===== src/rtl/pipeline_hazard_sequencer_pkg.sv =====
// Shared types and constants for the pipeline hazard sequencer.
//   pipe_state_t : sequencer state (RUN, MEM_WAIT)
//   XZR          : register index of the zero register; it never carries a real load result
//   REG_W_DEF    : default register-index width
//   CNT_W_DEF    : default performance-counter width
package pipeline_hazard_sequencer_pkg;

  typedef enum logic [0:0] {
    RUN      = 1'b0,
    MEM_WAIT = 1'b1
  } pipe_state_t;

  localparam int XZR       = 31;
  localparam int REG_W_DEF = 5;
  localparam int CNT_W_DEF = 32;

endpackage


===== src/rtl/pipeline_hazard_sequencer_if.sv =====
// Hazard-sequencer bus: hazard inputs from the pipeline stages and the
// per-register control outputs back to them.
//   master : sequencer side (hazard info in, stage controls + perf counters out)
//   slave  : pipeline side (hazard info out, stage controls in)
// Parameters: REG_W register-index width, CNT_W perf counter width.
interface pipeline_hazard_sequencer_if
  import pipeline_hazard_sequencer_pkg::*;
#(
  parameter int REG_W = REG_W_DEF,
  parameter int CNT_W = CNT_W_DEF
) ();

  logic [REG_W-1:0] id_rn;
  logic [REG_W-1:0] id_rm;
  logic             id_uses_rm;
  logic             ex_memRead;
  logic [REG_W-1:0] ex_rd;
  logic             ex_br_taken;
  logic             mem_access;
  logic             dmem_ack;

  logic             dmem_req;
  logic             pc_we;
  logic             pc_sel_br;
  logic             ifid_we;
  logic             ifid_flush;
  logic             idex_we;
  logic             idex_bubble;
  logic             exmem_we;
  logic             memwb_we;

  logic [CNT_W-1:0] perf_stall;
  logic [CNT_W-1:0] perf_flush;
  logic [CNT_W-1:0] perf_wait;

  modport master (
    input  id_rn, id_rm, id_uses_rm, ex_memRead, ex_rd, ex_br_taken, mem_access, dmem_ack,
    output dmem_req, pc_we, pc_sel_br, ifid_we, ifid_flush, idex_we, idex_bubble,
           exmem_we, memwb_we, perf_stall, perf_flush, perf_wait
  );

  modport slave (
    output id_rn, id_rm, id_uses_rm, ex_memRead, ex_rd, ex_br_taken, mem_access, dmem_ack,
    input  dmem_req, pc_we, pc_sel_br, ifid_we, ifid_flush, idex_we, idex_bubble,
           exmem_we, memwb_we, perf_stall, perf_flush, perf_wait
  );

endinterface


===== src/rtl/pipeline_hazard_sequencer_perf_counter.sv =====
// Saturating event counter used for the sequencer's performance statistics.
// Only compiled when PIPE_PERF_CNT_EN is defined, so the default build has
// no counter flops at all.
// Ports:
//   clk   : counter clock
//   rst_n : asynchronous active-low clear
//   inc   : count one event this cycle
//   count : current value, sticks at all-ones
`ifdef PIPE_PERF_CNT_EN
module pipe_perf_counter
  import pipeline_hazard_sequencer_pkg::*;
#(
  parameter int W = CNT_W_DEF
) (
  input  logic         clk,
  input  logic         rst_n,
  input  logic         inc,
  output logic [W-1:0] count
);

  // Event count register, saturating at all-ones
  always_ff @(posedge clk or negedge rst_n) begin
    if (!rst_n) begin
      count <= {W{1'b0}};
    end else if (inc && (count != {W{1'b1}})) begin
      count <= count + W'(1);
    end else begin
      count <= count;
    end
  end

endmodule
`endif


===== src/rtl/pipeline_hazard_sequencer.sv =====
// Central stall/flush/freeze sequencer for the 5-stage pipeline.
//   - load-use hazard (LDUR in EX feeding ID) -> one-cycle stall with ID/EX bubble
//   - taken branch resolved in EX             -> redirect PC, flush IF/ID, bubble ID/EX,
//                                                then flush IMEM_LAT more wrong-path fetches
//   - data-memory access awaiting ack         -> whole pipeline frozen
// Priority: freeze > branch > pending flush > load-use.
// Ports:
//   clk   : pipeline clock
//   rst_n : asynchronous active-low reset
//   bus   : hazard inputs / stage controls (pipeline_hazard_sequencer_if.master)
// Configuration macro: PIPE_PERF_CNT_EN adds saturating stall/flush/wait
// counters; without it the perf outputs are tied to zero.
module pipeline_hazard_sequencer
  import pipeline_hazard_sequencer_pkg::*;
#(
  parameter int REG_W    = REG_W_DEF,
  parameter int IMEM_LAT = 1,
  parameter int CNT_W    = CNT_W_DEF
) (
  input  logic                               clk,
  input  logic                               rst_n,
  pipeline_hazard_sequencer_if.master        bus
);

  localparam logic [1:0]       FLUSH_LAT = 2'(IMEM_LAT);
  localparam logic [REG_W-1:0] ZERO_REG  = REG_W'(XZR);

  pipe_state_t stateR;
  pipe_state_t stateNext;
  logic [1:0]  flushCntR;
  logic [1:0]  flushCntNext;

  logic loadUseS;
  logic freezeS;
  logic stallS;
  logic flushS;

  logic dmemReqS;
  logic pcWeS;
  logic pcSelBrS;
  logic ifidWeS;
  logic ifidFlushS;
  logic idexWeS;
  logic idexBubbleS;
  logic exmemWeS;
  logic memwbWeS;

  // A load into XZR produces nothing to forward, so it can never stall ID.
  assign loadUseS = bus.ex_memRead && (bus.ex_rd != ZERO_REG) &&
                    ((bus.ex_rd == bus.id_rn) ||
                     (bus.id_uses_rm && (bus.ex_rd == bus.id_rm)));

  // State and wrong-path flush counter registers
  always_ff @(posedge clk or negedge rst_n) begin
    if (!rst_n) begin
      stateR    <= RUN;
      flushCntR <= 2'd0;
    end else begin
      stateR    <= stateNext;
      flushCntR <= flushCntNext;
    end
  end

  // Next-state and stage-control decode
  always_comb begin
    stateNext    = stateR;
    flushCntNext = flushCntR;
    dmemReqS     = 1'b0;
    pcWeS        = 1'b0;
    pcSelBrS     = 1'b0;
    ifidWeS      = 1'b0;
    ifidFlushS   = 1'b0;
    idexWeS      = 1'b0;
    idexBubbleS  = 1'b0;
    exmemWeS     = 1'b0;
    memwbWeS     = 1'b0;
    freezeS      = 1'b0;
    stallS       = 1'b0;
    flushS       = 1'b0;

    if (!rst_n) begin
      // While in reset the pipeline registers hold NOP/bubble and nothing advances.
      ifidFlushS  = 1'b1;
      idexBubbleS = 1'b1;
    end else begin
      // The ack cycle out of MEM_WAIT is handled exactly like a RUN cycle with
      // the access completing, so held branches/flushes/stalls resume there.
      case (stateR)
        RUN: begin
          dmemReqS = bus.mem_access;
          freezeS  = bus.mem_access && !bus.dmem_ack;
        end
        MEM_WAIT: begin
          dmemReqS = 1'b1;
          freezeS  = !bus.dmem_ack;
        end
        default: begin
          dmemReqS = 1'b0;
          freezeS  = 1'b0;
        end
      endcase

      if (freezeS) begin
        // Full freeze: every register holds, flush counter holds.
        stateNext = MEM_WAIT;
      end else begin
        stateNext = RUN;
        pcWeS     = 1'b1;
        ifidWeS   = 1'b1;
        idexWeS   = 1'b1;
        exmemWeS  = 1'b1;
        memwbWeS  = 1'b1;
        if (bus.ex_br_taken) begin
          // Branch beats load-use: the stalled ID instruction is wrong-path anyway.
          pcSelBrS     = 1'b1;
          ifidFlushS   = 1'b1;
          idexBubbleS  = 1'b1;
          flushCntNext = FLUSH_LAT;
          flushS       = 1'b1;
        end else if (flushCntR != 2'd0) begin
          ifidFlushS   = 1'b1;
          flushCntNext = flushCntR - 2'd1;
          flushS       = 1'b1;
        end else if (loadUseS) begin
          pcWeS       = 1'b0;
          ifidWeS     = 1'b0;
          idexBubbleS = 1'b1;
          stallS      = 1'b1;
        end else begin
          flushCntNext = flushCntR;
        end
      end
    end
  end

  assign bus.dmem_req    = dmemReqS;
  assign bus.pc_we       = pcWeS;
  assign bus.pc_sel_br   = pcSelBrS;
  assign bus.ifid_we     = ifidWeS;
  assign bus.ifid_flush  = ifidFlushS;
  assign bus.idex_we     = idexWeS;
  assign bus.idex_bubble = idexBubbleS;
  assign bus.exmem_we    = exmemWeS;
  assign bus.memwb_we    = memwbWeS;

`ifdef PIPE_PERF_CNT_EN
  logic [CNT_W-1:0] perfStallS;
  logic [CNT_W-1:0] perfFlushS;
  logic [CNT_W-1:0] perfWaitS;

  pipe_perf_counter #(.W(CNT_W)) uStallCnt (
    .clk   (clk),
    .rst_n (rst_n),
    .inc   (stallS),
    .count (perfStallS)
  );

  pipe_perf_counter #(.W(CNT_W)) uFlushCnt (
    .clk   (clk),
    .rst_n (rst_n),
    .inc   (flushS),
    .count (perfFlushS)
  );

  pipe_perf_counter #(.W(CNT_W)) uWaitCnt (
    .clk   (clk),
    .rst_n (rst_n),
    .inc   (freezeS),
    .count (perfWaitS)
  );

  assign bus.perf_stall = perfStallS;
  assign bus.perf_flush = perfFlushS;
  assign bus.perf_wait  = perfWaitS;
`else
  logic unusedPerf;
  assign unusedPerf     = stallS ^ flushS;
  assign bus.perf_stall = {CNT_W{1'b0}};
  assign bus.perf_flush = {CNT_W{1'b0}};
  assign bus.perf_wait  = {CNT_W{1'b0}};
`endif

endmodule


===== src/flat_wrapper.sv =====
// flat-port wrapper written by rule: the top's interface ports become plain ports
module pipeline_hazard_sequencer_flat import pipeline_hazard_sequencer_pkg::*;
#(
  parameter int REG_W    = REG_W_DEF,
  parameter int IMEM_LAT = 1,
  parameter int CNT_W    = CNT_W_DEF
)
  (clk, rst_n, bus_id_rn, bus_id_rm, bus_id_uses_rm, bus_ex_memRead, bus_ex_rd, bus_ex_br_taken, bus_mem_access, bus_dmem_ack, bus_dmem_req, bus_pc_we, bus_pc_sel_br, bus_ifid_we, bus_ifid_flush, bus_idex_we, bus_idex_bubble, bus_exmem_we, bus_memwb_we, bus_perf_stall, bus_perf_flush, bus_perf_wait);
  pipeline_hazard_sequencer_if #(.REG_W(REG_W), .CNT_W(CNT_W)) bus_i ();
  input  logic clk;
  input  logic rst_n;
  input wire logic [$bits(bus_i.id_rn)-1:0] bus_id_rn;
  input wire logic [$bits(bus_i.id_rm)-1:0] bus_id_rm;
  input wire logic [$bits(bus_i.id_uses_rm)-1:0] bus_id_uses_rm;
  input wire logic [$bits(bus_i.ex_memRead)-1:0] bus_ex_memRead;
  input wire logic [$bits(bus_i.ex_rd)-1:0] bus_ex_rd;
  input wire logic [$bits(bus_i.ex_br_taken)-1:0] bus_ex_br_taken;
  input wire logic [$bits(bus_i.mem_access)-1:0] bus_mem_access;
  input wire logic [$bits(bus_i.dmem_ack)-1:0] bus_dmem_ack;
  output wire logic [$bits(bus_i.dmem_req)-1:0] bus_dmem_req;
  output wire logic [$bits(bus_i.pc_we)-1:0] bus_pc_we;
  output wire logic [$bits(bus_i.pc_sel_br)-1:0] bus_pc_sel_br;
  output wire logic [$bits(bus_i.ifid_we)-1:0] bus_ifid_we;
  output wire logic [$bits(bus_i.ifid_flush)-1:0] bus_ifid_flush;
  output wire logic [$bits(bus_i.idex_we)-1:0] bus_idex_we;
  output wire logic [$bits(bus_i.idex_bubble)-1:0] bus_idex_bubble;
  output wire logic [$bits(bus_i.exmem_we)-1:0] bus_exmem_we;
  output wire logic [$bits(bus_i.memwb_we)-1:0] bus_memwb_we;
  output wire logic [$bits(bus_i.perf_stall)-1:0] bus_perf_stall;
  output wire logic [$bits(bus_i.perf_flush)-1:0] bus_perf_flush;
  output wire logic [$bits(bus_i.perf_wait)-1:0] bus_perf_wait;
  assign bus_i.id_rn = bus_id_rn;
  assign bus_i.id_rm = bus_id_rm;
  assign bus_i.id_uses_rm = bus_id_uses_rm;
  assign bus_i.ex_memRead = bus_ex_memRead;
  assign bus_i.ex_rd = bus_ex_rd;
  assign bus_i.ex_br_taken = bus_ex_br_taken;
  assign bus_i.mem_access = bus_mem_access;
  assign bus_i.dmem_ack = bus_dmem_ack;
  assign bus_dmem_req = bus_i.dmem_req;
  assign bus_pc_we = bus_i.pc_we;
  assign bus_pc_sel_br = bus_i.pc_sel_br;
  assign bus_ifid_we = bus_i.ifid_we;
  assign bus_ifid_flush = bus_i.ifid_flush;
  assign bus_idex_we = bus_i.idex_we;
  assign bus_idex_bubble = bus_i.idex_bubble;
  assign bus_exmem_we = bus_i.exmem_we;
  assign bus_memwb_we = bus_i.memwb_we;
  assign bus_perf_stall = bus_i.perf_stall;
  assign bus_perf_flush = bus_i.perf_flush;
  assign bus_perf_wait = bus_i.perf_wait;
  pipeline_hazard_sequencer #(.REG_W(REG_W), .IMEM_LAT(IMEM_LAT), .CNT_W(CNT_W)) u_core (.clk(clk), .rst_n(rst_n), .bus(bus_i));
endmodule

===== config.mk =====
export PLATFORM = sky130hd
export DESIGN_NAME = pipeline_hazard_sequencer_flat
export DESIGN_NICKNAME = d
export VERILOG_FILES = /design/src/rtl/pipeline_hazard_sequencer_pkg.sv /design/src/rtl/pipeline_hazard_sequencer_if.sv /design/src/rtl/pipeline_hazard_sequencer_perf_counter.sv /design/src/rtl/pipeline_hazard_sequencer.sv /design/src/flat_wrapper.sv
export SDC_FILE = /design/constraint.sdc
export NUM_CORES = 1
export LEC_CHECK = 0
export ABC_CLOCK_PERIOD_IN_PS = 1500
export CAP_MARGIN = 20
export CORE_MARGIN = 4
export CORE_UTILIZATION = 35
export DETAILED_ROUTE_END_ITERATION = 10
export DONT_BUFFER_PORTS = 1
export PLACE_DENSITY = 0.48
export RECOVER_POWER = 25
export SYNTH_ARGS = -nofsm -noshare
export SYNTH_HDL_FRONTEND = slang
export SYNTH_SLANG_ARGS = --single-unit

===== constraint.sdc =====
create_clock -name clk -period 1.5 [get_ports clk]
set_clock_uncertainty 0.05 [all_clocks]
set_input_delay 0.225 -clock clk [delete_from_list [all_inputs] [get_ports clk]]
set_output_delay 0.225 -clock clk [all_outputs]
set_load 0.01 [all_outputs]

==> results by group, run 1 <==
Worst setup path
  – CP top delay family: flip-flops
  – Critical Path RT: approximately 1200 ps
  – Startpoint Class: register
  – Worst EP arrival: 1360 ps
  – Worst-path cell chain: inv_2 -> ha_4 -> o211ai_1 -> o311ai_1 -> buf_4
  – Worst Setup End Kind: primary output
  – Worst Path Buf+Inv: 2
  – Maximum fanout along the worst path: 2
  – Largest stage delay, worst path: 380 ps
  – CP Class: register to primary output
  – CP max-delay cell: dfrtp_1

Status
  – Status: finished, violations left
  – Failing checks: negative setup slack

Logic synthesis
  – Mapped Cells: between 100 and 150
  – Average cell area after synthesis: 7.595 um2
  – Async S/R FF share, synth: between 90% and 100%
  – Ys Warns: 0
  – Post-synthesis mux area share: 1.037%
  – Top-area cell type share of the netlist area: 68.43%
  – Post-synthesis compound-gate area fraction: about 6.1%
  – Synthesized-area fraction occupied by adder cells: under 10%
  – Ranking of synthesized cells by area: buf_4 68%, xor2_1 7.3%, dfrtp_1 6.9%, nor2_1 1.7%, nand2_1 1.4%
  – Most used DFF post-synth: dfrtp_1
  – Area leader, netlist: buf_4
  – Yosys reg bits: 3
  – Number of synthesized flops with an enable pin: 0
  – Post-synthesis sequential area ratio: between 6 and 7%
  – Combinational family with the most area after synthesis: buffers and inverters
  – Post-Synth XOR/XNOR Area: between 8 and 9%
  – Distinct cells, synth: 27
  – Synth Area in Simple Gates: approximately 6.9%
  – Synthesized area: about 1100 um2

Layout
  – ANT cells: 0
  – Layout area overhead: -23.50%
  – Layout Nets: between 150 and 200
  – Share of cells above drive strength 1: 9.524%

Timing
  – Highest clock rate: 613.0 MHz
  – Fin. Hold Viols: 0
  – Fin crit period: approximately 1600 ps
  – Worst setup margin: -131.3 ps
  – RSZ-0062 raised after global routing: true
  – Worst hold slack: between 30 and 40 ps
  – Slew Limit Fails: 0
  – Final Setup Violations: 3
  – Part of the cycle the worst path needs: 108.8%

Pwr
  – Peak VDD IR: between 150 and 200 uV
  – PwrDens: between 700 and 800 nW/um2
  – Leak: 0.5022 nW
  – Power, Total: approximately 0.00062 W

Placement
  – Hpwl dp: approximately 1.6 mm
  – GPL Wtd Cong: slightly above 0.7
  – Port bufs: 0

Floorplanning
  – Vert. Die Dim: 63.71 um
  – Core area: roughly 2900 um2
  – Die Wd: approximately 64 um
  – Die Area: around 4100 um2
  – Row count: 19
  – Initial Util: a little under two fifths
  – # IOs: around 130

GRT
  – First-pass GRT wire length: between 2 and 2.5 mm
  – Pin count of the biggest net entering global routing: 8
  – GRT Total Usage: 6.564%
  – Vias in the first global route: between 400 and 500
  – Initial antenna violation count: 0
  – Total congestion overflow: 0

Route
  – First-pass iteration count of the detailed router: 2
  – Routed len/inst: a little under 10 um
  – Drt via density: approximately 3.3
  – Post-route DRC violation count: 0
  – Post-route ant nets: 0
  – Iteration-0 DRC count of the detailed router: 13
  – Vias post-DR: between 500 and 600
  – Drt total wl: roughly 1.7 mm

Clock network
  – CTS buffer count: 3
  – CTS root buf: clkbuf_4
  – Clock sink total: 3
  – CTS tree: yes
  – Skew-Pair Late Insertion Delay: roughly 230 ps
  – Clock buffer depth: 2
  – Clock slew at reported path FFs: 30 ps
  – H-tree Lvls: 1

Worst hold path
  – Hold Crit Class: primary input to register

Run
  – Max Cap Violations: 0
power by group:
part	leakage (nW)	switching, W	internal (W)
logic	0.451	0.000233	0.000126
registers	0.0362	0.0000194	0.000108
clock network	0.0150	0.0000378	0.0000994
total	0.502	0.000290	0.000333
final timing paths:
path | from | end | slack (ps) | cells after the start
min reg2reg | u_core.flushCntR[0]$_DFFE_PN0P_ | u_core.flushCntR[0]$_DFFE_PN0P_ | 450 | 1
min | bus_ex_br_taken | u_core.flushCntR[1]$_DFFE_PN0P_ | 40 | 1
min in group asynchronous | rst_n | u_core.flushCntR[1]$_DFFE_PN0P_ | 210 | 1
max in group asynchronous | rst_n | u_core.stateR$_DFFE_PN0P_ | 1040 | 1
max reg2reg | u_core.stateR$_DFFE_PN0P_ | u_core.flushCntR[0]$_DFFE_PN0P_ | 240 | 5
max | u_core.flushCntR[1]$_DFFE_PN0P_ | bus_idex_bubble | -130 | 5
layer usage:
layer	GRT usage, %	wire length, um	up-vias	part of all wire (%)
li1	-	-	264	-
met1	5.497	455	243	26
met2	11.34	866	80	50
met3	2.842	387	2	22
met4	6.469	27	0	1.6
met5	0	0	-	0
sequential cells by signal, summed over array words and instances (netlist names):
register          flops
u_core.flushCntR      2
u_core.stateR         1
placed cells by master, fill, tap and decap left out, drive strengths merged, types with 2 or more instances in the layout:
cell,instances
buf,4
clkbuf,4
conb,96
dfrtp,3
inv,2
nand2,4
nor2,5
xor2,9
metrics by stage:
step	util, %	area [um2]	setup slack [ps]	cells	TNS, ps
final	29.12	830.8	-131.3	178	-379.7
after global routing	29.12	830.8	-222.7	178	-600.9
after CTS	28.64	817.0	-193.6	178	-481.5
after detailed placement	26.54	757.0	-73.63	172	-102.3
after global placement	26.54	757.0	-65.25	172	-87.07
after floorplan	-	1444	-21.08	238	-21.08
worst reg2reg max path, stage by stage (launching register included):
cell      delay (ps)
dfrtp_1          390
o21bai_2         170
and2_1           190
buf_6            160
a21oi_1           70
a31oi_1          150
area by class of cell:
class | instances | area [um2]
Inverter | 2 | 7.507
Multi-Input combinational cell | 133 | 639.4
Clock buffer | 4 | 26.28
Sequential cell | 3 | 75.07
Timing Repair Buffer | 5 | 43.79
Tap cell | 31 | 38.79
Fill cell | 315 | 2022
cells by family after synthesis:
logic type | after synthesis
buffers and inverters | 102
and+or+nand+nor | 16
xor gates and xnor gates | 10
AOI/OAI and AO/OA | 9
DFF | 3
adders and majority gates | 1
other | 1
muxes | 1
Yosys cell counts, types with 2 or more instances:
| library cell | number |
|---|---|
| xor2_1 | 9 |
| inv_1 | 2 |
| nand2_1 | 4 |
| dfrtp_1 | 3 |
| nor2_1 | 5 |
| buf_4 | 99 |
what timing repair did:
item / in CTS / in global routing
endpoints found under the setup margin: 7 / 7
setup buffers: 1 / 0
hold buffers: 1 / 0
endpoints found under the hold margin: 3 / 0
pin swaps: 4 / 1
cloned: 0 / 0
gates resized for setup: 5 / 3
No activity file was read; power rests on OpenSTA's default activity.
==> run 2, diff against run 1 <==
--- a/config.mk
+++ b/config.mk
@@ -7,7 +7,7 @@
 export LEC_CHECK = 0
 export ABC_CLOCK_PERIOD_IN_PS = 1500
 export CAP_MARGIN = 20
-export CORE_MARGIN = 4
+export CORE_MARGIN = 1.5
 export CORE_UTILIZATION = 35
 export DETAILED_ROUTE_END_ITERATION = 10
 export DONT_BUFFER_PORTS = 1
==> results by group, run 2 (synthesized netlist as in run 1, its figures left out) <==
Clock network
  – Skew-Pair Late Insertion Delay: 230 ps (about the same)
  – Clock sink total: 3 (unchanged)
  – H-tree Lvls: 1 (unchanged)
  – CTS buffer count: 3 (unchanged)
  – Clock buffer depth: 2 (unchanged)
  – Clock slew at reported path FFs: 40 ps (about the same)
  – CTS tree: yes
  – CTS root buf: clkbuf_4

Placement
  – GPL Wtd Cong: 0.6792 (-4.1%)
  – Hpwl dp: 1.273 mm (-21%)
  – Post-place setup slack: -76.06 ps (-2.430 ps)
  – Port bufs: 0 (unchanged)

Status
  – Status: finished, violations left
  – Failing checks: negative setup slack

Route
  – Vias post-DR: 594 (+0.85%)
  – Iteration-0 DRC count of the detailed router: 23 (+10)
  – Post-route DRC violation count: 0 (unchanged)
  – Drt total wl: 1.399 mm (-19%)
  – First-pass iteration count of the detailed router: 4 (+2)
  – Routed len/inst: 7.603 um (-22%)
  – Post-route ant nets: 0 (unchanged)
  – Drt via density: 3.228 (-2.4%)

Worst setup path
  – Maximum fanout along the worst path: 2 (unchanged)
  – Largest stage delay, worst path: 380 ps (about the same)
  – Worst EP arrival: 1390 ps (+30 ps)
  – Critical register-to-register path startpoint: u_core.flushCntR[1]$_DFFE_PN0P_
  – Worst Setup End Kind: primary output
  – CP Class: register to primary output
  – Launch point of the worst path: u_core.flushCntR[1]$_DFFE_PN0P_
  – Startpoint Class: register
  – CP max-delay cell: dfrtp_1
  – Worst-path cell chain: inv_2 -> ha_4 -> o211ai_1 -> o311ai_1 -> buf_4
  – Critical Path RT: 1220 ps (about the same)

Layout
  – Commonest non-fill, non-tap cell in the layout: conb_1
  – Layout Nets: 175 (+2.3%)
  – Share of cells above drive strength 1: 11.26% (+1.7 points)
  – Layout area overhead: -21.20%
  – Regs by FF count: u_core.flushCntR: 2 flops, u_core.stateR: 1 flops
  – Layout fillers: 345 (+9.5%)
  – ANT cells: 0 (unchanged)
  – Max reg flops: 2 (unchanged)
  – Top reg by flops: u_core.flushCntR
  – Most frequent cells in the layout: 96 x conb_1, 9 x xor2_1, 8 x buf_4

Timing
  – Fin crit period: 1668 ps (+37.17 ps)
  – Fin. Hold Viols: 0 (unchanged)
  – Worst hold slack: 31.66 ps (-6.609 ps)
  – Final Setup Violations: 3 (unchanged)
  – Part of the cycle the worst path needs: 111.2% (+2.5 points)
  – RSZ-0062 raised after global routing: true
  – Slew Limit Fails: 0 (unchanged)
  – Worst setup margin: -168.4 ps (-37.17 ps)
  – Highest clock rate: 599.4 MHz (-2.2%)

GRT
  – Pin count of the biggest net entering global routing: 8 (unchanged)
  – Initial antenna violation count: 0 (unchanged)
  – First-pass GRT wire length: 1.662 mm (-18%)
  – GRT Total Usage: 6.776% (+0.21 points)
  – Total congestion overflow: 0 (unchanged)
  – Vias in the first global route: 390 (-7.8%)

Worst hold path
  – Hold Crit Class: primary input to register
  – Hold_sp: bus_ex_br_taken

Pwr
  – Leak: 0.5191 nW (+3.4%)
  – Peak VDD IR: 180.6 uV (-7.9%)
  – PwrDens: 769.5 nW/um2 (+2.6%)

Run
  – Max Cap Violations: 0 (unchanged)

Floorplanning
  – Die Wd: 58.71 um (-7.8%)
  – Core area: 3003 um2 (+5.3%)
  – # IOs: 127 (unchanged)
  – Vert. Die Dim: 58.71 um (-7.8%)
  – Initial Util: 36.17% (-1.9 points)
  – Row count: 20 (+1)
  – Die Area: 3446 um2 (-15%)
## run 2: changes by cell type in the layout (fill, tap and decap cells not counted), sizes merged
cell  before  now
buf        4    8
## run 2: final timing paths
path | cells after the start | to | slack [ps]
min in group asynchronous | 1 | u_core.flushCntR[1]$_DFFE_PN0P_ | 200
min reg2reg | 1 | u_core.stateR$_DFFE_PN0P_ | 480
min | 1 | u_core.flushCntR[1]$_DFFE_PN0P_ | 30
max in group asynchronous | 1 | u_core.stateR$_DFFE_PN0P_ | 1040
max | 5 | bus_idex_bubble | -170
max reg2reg | 8 | u_core.flushCntR[0]$_DFFE_PN0P_ | 150
## run 2: final cells by class
type	instances	area (um2)	area share [%]
multi-input cells	133	635.6	74.27
clock buffers	4	26.28	3.070
flip-flops and latches	3	75.07	8.772
repair buffers	9	70.07	8.187
well taps	33	41.29	4.825
inverters	2	7.507	0.8772
## run 2: metal layers
layer  part of all wire, %  track usage [%]  vias up
met3                    17            1.758        2
met4                  0.43            5.844        0
li1                      -                -      270
met2                    52            11.24       80
met1                    31            7.067      242
met5                     0                0        -
## run 2: repair_timing
item,4_1_cts,5_1_grt
setup buffers,4,2
pin swaps,5,4
endpoints found under the setup margin,4,4
hold buffers,1,0
resized for setup,5,1
hold endpoints to repair,3,0
## run 2: critical path, delay by kind of cell (launching register included)
family                     cells  cell delay (ps)
buffers and inverters          2              250
AOI/OAI and AO/OA              2              400
DFF                            1              380
adders and majority gates      1              130
## run 2: power breakdown
part,total (W),switching [W],internal (W)
clock,0.000139,0.0000394,0.0000995
combinational,0.000394,0.000241,0.000152
sequential,0.000126,0.0000178,0.000108
## run 2: per-stage QoR
| stage | TNS (ps) | cells | cell area (um2) | utilization [%] | power [W] |
|---|---|---|---|---|---|
| 2_1_floorplan | -21.08 | 238 | 1444 | - | 0.0005607 |
| 3_3_place_gp | -120.7 | 175 | 767.0 | 25.54 | 0.0004215 |
| 3_5_place_dp | -101.7 | 175 | 767.0 | 25.54 | 0.0004222 |
| 4_1_cts | -519.9 | 183 | 840.8 | 28.00 | 0.0006347 |
| 5_1_grt | -629.2 | 184 | 855.8 | 28.50 | 0.0007238 |
| 6_report | -364.6 | 184 | 855.8 | 28.50 | 0.0006585 |
